--- src/rtl/mc_ctrl_pkg.sv ---
// Shared encodings for the multi-cycle control FSM: states, opcode/funct
// constants, datapath select codes and ALU operation codes.
package mc_ctrl_pkg;

  typedef enum logic [2:0] {
    ST_IDLE = 3'd0,
    ST_IF   = 3'd1,
    ST_ID   = 3'd2,
    ST_EXE  = 3'd3,
    ST_MEM  = 3'd4,
    ST_WB   = 3'd5
  } state_e;

  localparam logic [5:0] OP_RTYPE = 6'h00;
  localparam logic [5:0] OP_J     = 6'h02;
  localparam logic [5:0] OP_BEQ   = 6'h04;
  localparam logic [5:0] OP_BNE   = 6'h05;
  localparam logic [5:0] OP_ADDI  = 6'h08;
  localparam logic [5:0] OP_ADDIU = 6'h09;
  localparam logic [5:0] OP_SLTI  = 6'h0A;
  localparam logic [5:0] OP_SLTIU = 6'h0B;
  localparam logic [5:0] OP_ANDI  = 6'h0C;
  localparam logic [5:0] OP_ORI   = 6'h0D;
  localparam logic [5:0] OP_XORI  = 6'h0E;
  localparam logic [5:0] OP_LUI   = 6'h0F;
  localparam logic [5:0] OP_LW    = 6'h23;
  localparam logic [5:0] OP_SW    = 6'h2B;

  localparam logic [5:0] F_SLL  = 6'h00;
  localparam logic [5:0] F_SRL  = 6'h02;
  localparam logic [5:0] F_SLLV = 6'h04;
  localparam logic [5:0] F_ADD  = 6'h20;
  localparam logic [5:0] F_ADDU = 6'h21;
  localparam logic [5:0] F_SUB  = 6'h22;
  localparam logic [5:0] F_SUBU = 6'h23;
  localparam logic [5:0] F_AND  = 6'h24;
  localparam logic [5:0] F_OR   = 6'h25;
  localparam logic [5:0] F_XOR  = 6'h26;
  localparam logic [5:0] F_NOR  = 6'h27;
  localparam logic [5:0] F_SLT  = 6'h2A;
  localparam logic [5:0] F_SLTU = 6'h2B;

  localparam logic [1:0] PC_SRC_ALU    = 2'b00;
  localparam logic [1:0] PC_SRC_ALUOUT = 2'b01;
  localparam logic [1:0] PC_SRC_JUMP   = 2'b10;

  localparam logic [1:0] SRCB_REG    = 2'b00;
  localparam logic [1:0] SRCB_FOUR   = 2'b01;
  localparam logic [1:0] SRCB_IMM    = 2'b10;
  localparam logic [1:0] SRCB_BRANCH = 2'b11;

  // NOP is zero so that an idle controller drives an all-zero output bundle.
  localparam logic [3:0] ALU_NOP  = 4'd0;
  localparam logic [3:0] ALU_ADD  = 4'd1;
  localparam logic [3:0] ALU_SUB  = 4'd2;
  localparam logic [3:0] ALU_AND  = 4'd3;
  localparam logic [3:0] ALU_OR   = 4'd4;
  localparam logic [3:0] ALU_XOR  = 4'd5;
  localparam logic [3:0] ALU_NOR  = 4'd6;
  localparam logic [3:0] ALU_SLT  = 4'd7;
  localparam logic [3:0] ALU_SLTU = 4'd8;
  localparam logic [3:0] ALU_SLL  = 4'd9;
  localparam logic [3:0] ALU_SRL  = 4'd10;
  localparam logic [3:0] ALU_SLLV = 4'd11;
  localparam logic [3:0] ALU_LUI  = 4'd12;

  // Opcodes 0x08..0x0F are the immediate-arithmetic group.
  function automatic logic is_iarith(input logic [5:0] op);
    return op[5:3] == 3'b001;
  endfunction

endpackage

--- src/rtl/mc_alu_dec.sv ---
// Combinational op/funct decoder: ALU operation, immediate extension mode and
// instruction legality for the supported MIPS subset.
module mc_alu_dec
  import mc_ctrl_pkg::*;
(
  input  logic [5:0] i_op,
  input  logic [5:0] i_funct,
  output logic [3:0] o_alu_op,
  output logic       o_ext_op,
  output logic       o_legal
);

  always_comb begin
    o_alu_op = ALU_NOP;
    o_ext_op = 1'b1;
    o_legal  = 1'b1;
    case (i_op)
      OP_RTYPE: begin
        case (i_funct)
          F_ADD, F_ADDU: o_alu_op = ALU_ADD;
          F_SUB, F_SUBU: o_alu_op = ALU_SUB;
          F_AND:         o_alu_op = ALU_AND;
          F_OR:          o_alu_op = ALU_OR;
          F_XOR:         o_alu_op = ALU_XOR;
          F_NOR:         o_alu_op = ALU_NOR;
          F_SLT:         o_alu_op = ALU_SLT;
          F_SLTU:        o_alu_op = ALU_SLTU;
          F_SLL:         o_alu_op = ALU_SLL;
          F_SRL:         o_alu_op = ALU_SRL;
          F_SLLV:        o_alu_op = ALU_SLLV;
          default:       o_legal  = 1'b0;
        endcase
      end
      OP_ADDI, OP_ADDIU, OP_LW, OP_SW: o_alu_op = ALU_ADD;
      OP_SLTI:  o_alu_op = ALU_SLT;
      OP_SLTIU: o_alu_op = ALU_SLTU;
      // Logical immediates and lui take a zero-extended immediate.
      OP_ANDI: begin o_alu_op = ALU_AND; o_ext_op = 1'b0; end
      OP_ORI:  begin o_alu_op = ALU_OR;  o_ext_op = 1'b0; end
      OP_XORI: begin o_alu_op = ALU_XOR; o_ext_op = 1'b0; end
      OP_LUI:  begin o_alu_op = ALU_LUI; o_ext_op = 1'b0; end
      OP_BEQ, OP_BNE: o_alu_op = ALU_SUB;
      OP_J: ;
      default: o_legal = 1'b0;
    endcase
  end

endmodule

--- src/rtl/mc_ctrl.sv ---
// Multi-cycle control FSM sequencing the shared ALU through IF/ID/EXE/MEM/WB.
// Optional retired-instruction counter enabled by defining MC_CTRL_PERF_CNT_EN.
module mc_ctrl
  import mc_ctrl_pkg::*;
#(
  parameter int RETIRE_W = 32
) (
  input  logic                clk,
  input  logic                rstn,
  input  logic [5:0]          op,
  input  logic [5:0]          funct,
  input  logic                zero,
  input  logic                mem_ready,
  output logic                imem_req,
  output logic                dmem_rd,
  output logic                dmem_wr,
  output logic                ir_write,
  output logic                pc_write,
  output logic [1:0]          pc_src,
  output logic                alu_srca,
  output logic [1:0]          alu_srcb,
  output logic                ext_op,
  output logic [3:0]          alu_op,
  output logic                reg_write,
  output logic                reg_dst,
  output logic                mem_to_reg,
  output logic                illegal,
  output logic [RETIRE_W-1:0] insn_retired
);

  state_e     r_state;
  state_e     w_next;
  logic [3:0] w_dec_alu_op;
  logic       w_dec_ext_op;
  logic       w_dec_legal;

  mc_alu_dec u_alu_dec (
    .i_op     (op),
    .i_funct  (funct),
    .o_alu_op (w_dec_alu_op),
    .o_ext_op (w_dec_ext_op),
    .o_legal  (w_dec_legal)
  );

  always_ff @(posedge clk or negedge rstn) begin
    if (!rstn) r_state <= ST_IDLE;
    else       r_state <= w_next;
  end

  always_comb begin
    w_next     = r_state;
    imem_req   = 1'b0;
    dmem_rd    = 1'b0;
    dmem_wr    = 1'b0;
    ir_write   = 1'b0;
    pc_write   = 1'b0;
    pc_src     = PC_SRC_ALU;
    alu_srca   = 1'b0;
    alu_srcb   = SRCB_REG;
    ext_op     = 1'b0;
    alu_op     = ALU_NOP;
    reg_write  = 1'b0;
    reg_dst    = 1'b0;
    mem_to_reg = 1'b0;
    illegal    = 1'b0;
    case (r_state)
      ST_IDLE: w_next = ST_IF;
      ST_IF: begin
        imem_req = 1'b1;
        alu_srcb = SRCB_FOUR;
        alu_op   = ALU_ADD;
        if (mem_ready) begin
          ir_write = 1'b1;
          pc_write = 1'b1;
          w_next   = ST_ID;
        end
      end
      ST_ID: begin
        // Branch target is computed speculatively while the opcode is decoded.
        alu_srcb = SRCB_BRANCH;
        ext_op   = 1'b1;
        alu_op   = ALU_ADD;
        if (!w_dec_legal) begin
          illegal = 1'b1;
          w_next  = ST_IF;
        end else if (op == OP_J) begin
          pc_write = 1'b1;
          pc_src   = PC_SRC_JUMP;
          w_next   = ST_IF;
        end else begin
          w_next = ST_EXE;
        end
      end
      ST_EXE: begin
        alu_srca = 1'b1;
        w_next   = ST_IF;
        if (op == OP_RTYPE) begin
          alu_op = w_dec_alu_op;
          w_next = ST_WB;
        end else if (op == OP_BEQ || op == OP_BNE) begin
          alu_op   = ALU_SUB;
          pc_src   = PC_SRC_ALUOUT;
          pc_write = (op == OP_BEQ) ? zero : ~zero;
        end else if (is_iarith(op) || op == OP_LW || op == OP_SW) begin
          alu_srcb = SRCB_IMM;
          ext_op   = w_dec_ext_op;
          alu_op   = w_dec_alu_op;
          w_next   = is_iarith(op) ? ST_WB : ST_MEM;
        end
      end
      ST_MEM: begin
        dmem_rd = (op == OP_LW);
        dmem_wr = (op == OP_SW);
        if (mem_ready) w_next = (op == OP_LW) ? ST_WB : ST_IF;
      end
      ST_WB: begin
        reg_write  = 1'b1;
        reg_dst    = (op == OP_RTYPE);
        mem_to_reg = (op == OP_LW);
        w_next     = ST_IF;
      end
      default: w_next = ST_IDLE;
    endcase
  end

`ifdef MC_CTRL_PERF_CNT_EN
  logic [RETIRE_W-1:0] r_retired;
  logic                w_retire;

  // Every edge that returns to IF after a legal instruction retires it.
  assign w_retire = (r_state == ST_WB)
                 || (r_state == ST_MEM && op == OP_SW && mem_ready)
                 || (r_state == ST_EXE && (op == OP_BEQ || op == OP_BNE))
                 || (r_state == ST_ID && op == OP_J && w_dec_legal);

  always_ff @(posedge clk or negedge rstn) begin
    if (!rstn)         r_retired <= '0;
    else if (w_retire) r_retired <= r_retired + RETIRE_W'(1);
  end

  assign insn_retired = r_retired;
`else
  assign insn_retired = '0;
`endif

endmodule

--- config.mk ---
export PLATFORM = sky130hd
export DESIGN_NAME = mc_ctrl
export DESIGN_NICKNAME = d
export VERILOG_FILES = /design/src/rtl/mc_ctrl_pkg.sv /design/src/rtl/mc_alu_dec.sv /design/src/rtl/mc_ctrl.sv
export SDC_FILE = /design/constraint.sdc
export NUM_CORES = 1
export LEC_CHECK = 0
export CORE_MARGIN = 5
export CORE_UTILIZATION = 24
export DETAILED_ROUTE_END_ITERATION = 10
export GPL_ROUTABILITY_DRIVEN = 0
export HOLD_SLACK_MARGIN = 0.06
export SLEW_MARGIN = 10
export SYNTH_ARGS = -nofsm -noshare
export SYNTH_HDL_FRONTEND = slang
export SYNTH_SLANG_ARGS = --single-unit
--- constraint.sdc ---
create_clock -name clk -period 3.4 [get_ports clk]
set_input_delay 0.68 -clock clk [delete_from_list [all_inputs] [get_ports clk]]
set_output_delay 0.68 -clock clk [all_outputs]
set_load 0.1 [all_outputs]
==> run_results.csv <==
group,metric,value,unit
status,status,"completed",
critical_path,required,2720,ps
clocking,root_buffer,"clkbuf_8",
timing,period_minus_slack,3240,ps
drt,routed_via_density,4.37,
floorplan,core_area,0.00372,mm^2
yosys,synth_area_leaders,"buf_4 26%, dfrtp_1 8.0%, nand2b_1 6.7%",
yosys,yosysSeqAreaShare,8.04,%
timing,slew_violations,0,
power,peakVddDrop,0.212,mV
timing,fin_skew,5.96,ps
clocking,clock_latency,220,ps
floorplan,die_h,72.4,um
finish,diodes,0,
timing,fmax,309,MHz
yosys,avgSynthCellArea,6.76,um^2
critical_path,worstPathArrival,2560,ps
clocking,clockBufferDepth,2,
clocking,ctsResizeCount,0,
place,dp_hpwl,2170,um
power,fin_total_pwr,0.666,mW
drt,ant_nets,0,
drt,drt-wirelength-per-cell,12.1,um
timing,final-hold-violation-count,0,
place,port_buffers,34,
grt,grt-ovfl-total,0,
flow_run,drv_cap,0,
timing,fin_worst_hold_slack,602,ps
yosys,synth_largest_area_cell,"buf_4",
critical_path,start_kind,"primary input",
finish,drive_above_1_share,28.6,%
yosys,synth_xor_area_share,0.938,%
clocking,cts_buffers,3,
drt,drtPass1Iterations,4,
clocking,numClockSinks,3,
drt,route.detailed.drc,0,
yosys,syn_area,933,um^2
drt,dr.first_iter.drc_count,81,
timing,rsz0062_at_grt,"false",
timing,fin_crit_sh,95.2,%
yosys,synth.area.mux_share,0,%
finish,multi_input_area,767,um^2
grt,grt_max_degree,13,
yosys,synth_compound_area_share,24.5,%
finish,largest_register_ffs,3,
yosys,syn_inst,138,
critical_path,cp_max_fo,5,
yosys,ys_ff_latch,3,
hold_path,hp-class,"reg2reg",
finish,fin_nets,192,
critical_path,path_class,"in2out",
grt,grt.total_usage,10.0,%
grt,antenna_found_initial,0,
floorplan,die-area,0.00524,mm^2
finish,reg_top3,"r_state: 3 flops",
clocking,cts_hold_buf,0,
finish,ff_latch_area,75.1,um^2
place,dp.cells,219,
grt,grt_pass1_vias,874,
clocking,postCtsSetupRepairBufs,0,
finish,regMostFlops,"r_state",
clocking,htreeDepth,1,
clocking,path_clk_slew,40,ps
drt,vias,974,
floorplan,dieWidth,72.4,um
power,powerDensity,449,mW/mm^2
clocking,cts_tree,"yes",
yosys,synth_top_family_by_area,"simple AND/OR/NAND/NOR gates",
yosys,synth_cell_type_count,41,
power,cellLeakagePower,0.605,nW
floorplan,io_pins,67,
timing,setup_viol,0,
yosys,post_synth_and_or_nand_nor_area_fraction,35.1,%
floorplan,start_util,25.1,%
yosys,synth_top_area_share,25.7,%
finish,instances_no_fill,223,
drt,drt-total-wl,2700,um
yosys,ys.warnings.count,0,
yosys,synthAdderAreaFrac,0,%
grt,grt_pass1_wl,4190,um
finish,area_growth,58.8,%
floorplan,num_rows,22,
critical_path,worstSetupEndpointType,"output pin",
finish,n_fill_cell,402,
==> metal layers <==
layer | part of all wire, % | GRT usage [%] | vias to the layer above
met5 | 0 | 0 | -
met4 | 0.59 | 3.76 | 0
met3 | 9.7 | 2.35 | 2
met2 | 49 | 15.9 | 43
met1 | 41 | 13.1 | 438
li1 | - | - | 491
==> path summary, 6_finish.rpt <==
| kind | start | end | slack [ps] | cells past startpoint |
|---|---|---|---|---|
| setup / recovery | op[2] | alu_op[1] | 160 | 7 |
| hold / removal | r_state[2]$_DFFE_PN0P_ | r_state[1]$_DFFE_PN0P_ | 600 | 1 |
| setup reg to reg | r_state[1]$_DFFE_PN0P_ | r_state[2]$_DFFE_PN0P_ | 1990 | 4 |
| hold reg to reg | r_state[2]$_DFFE_PN0P_ | r_state[1]$_DFFE_PN0P_ | 600 | 1 |
| max in group asynchronous | rstn | r_state[0]$_DFFE_PN0P_ | 2600 | 1 |
| min in group asynchronous | rstn | r_state[1]$_DFFE_PN0P_ | 650 | 1 |
==> metrics by stage <==
step           TNS, ps  setup slack, ps  cell area (um^2)  util (%)
2_1_floorplan     -716             -384              1130         -
3_5_place_dp         0              148              1440      38.7
6_report             0              164              1480      39.9
3_3_place_gp         0              178              1440      38.7
5_1_grt              0             54.3              1480      39.9
4_1_cts              0              144              1480      39.9
==> cells in the mapped netlist (all sizes together) <==
cell type and number:
nor4 4, a21boi 1, dfrtp 3, nand2 8
nand2b 10, nor2 10, or4 2, nand4b 1
o32ai 1, a211o 1, o2111ai 1, o21ai 10
a21o 2, nor3b 2, a22oi 1, o31a 2
and2 1, a211oi 2, nor4b 2, nor3 3
conb 1, o21bai 4, a21oi 11, and3 3
nand3b 1, buf 35, xor2 1, clkbuf 5
inv 2, or2b 1, nand3 2, or2 2
nor2b 3
==> cell families (layout without fill, tap and decap cells) <==
logic type	Yosys count	in the layout
other	1	32
buffers and inverters	42	48
xor gates and xnor gates	1	1
DFF	3	3
AOI/OAI and AO/OA	36	36
and+or+nand+nor	55	55
==> critical path: stages <==
cell and delay (ps):
clkdlybuf4s50_1 440, or4_4 580, nor4_4 240, o21ai_1 140, o31a_1 150, o21bai_4 140, buf_12 190
==> cell type report <==
class	count	share of cell area, %
Timing Repair Buffer	42	35.6
Sequential cell	3	5.06
Inverter	2	0.506
Multi-Input combinational cell	124	51.7
Tap cell	48	4.05
Clock buffer	4	3.04
==> where the power goes <==
part	internal [mW]	switching, mW	leakage [nW]
logic	0.109	0.394	0.546
registers	0.0409	0.0159	0.0370
clock network	0.0802	0.0261	0.0228
==> cell usage in the layout, fill, tap and decap left out, drive strengths merged, types with 3 or more instances in the layout <==
| cell | n |
|---|---|
| and3 | 3 |
| conb | 32 |
| clkbuf | 4 |
| nor3 | 3 |
| nor2 | 10 |
| buf | 27 |
| nor2b | 3 |
| o21ai | 10 |
| nand2 | 8 |
| clkdlybuf4s50 | 15 |
| o21bai | 4 |
| dfrtp | 3 |
| nor4 | 4 |
| a21oi | 11 |
| nand2b | 10 |
No activity file was read; power rests on OpenSTA's default activity.
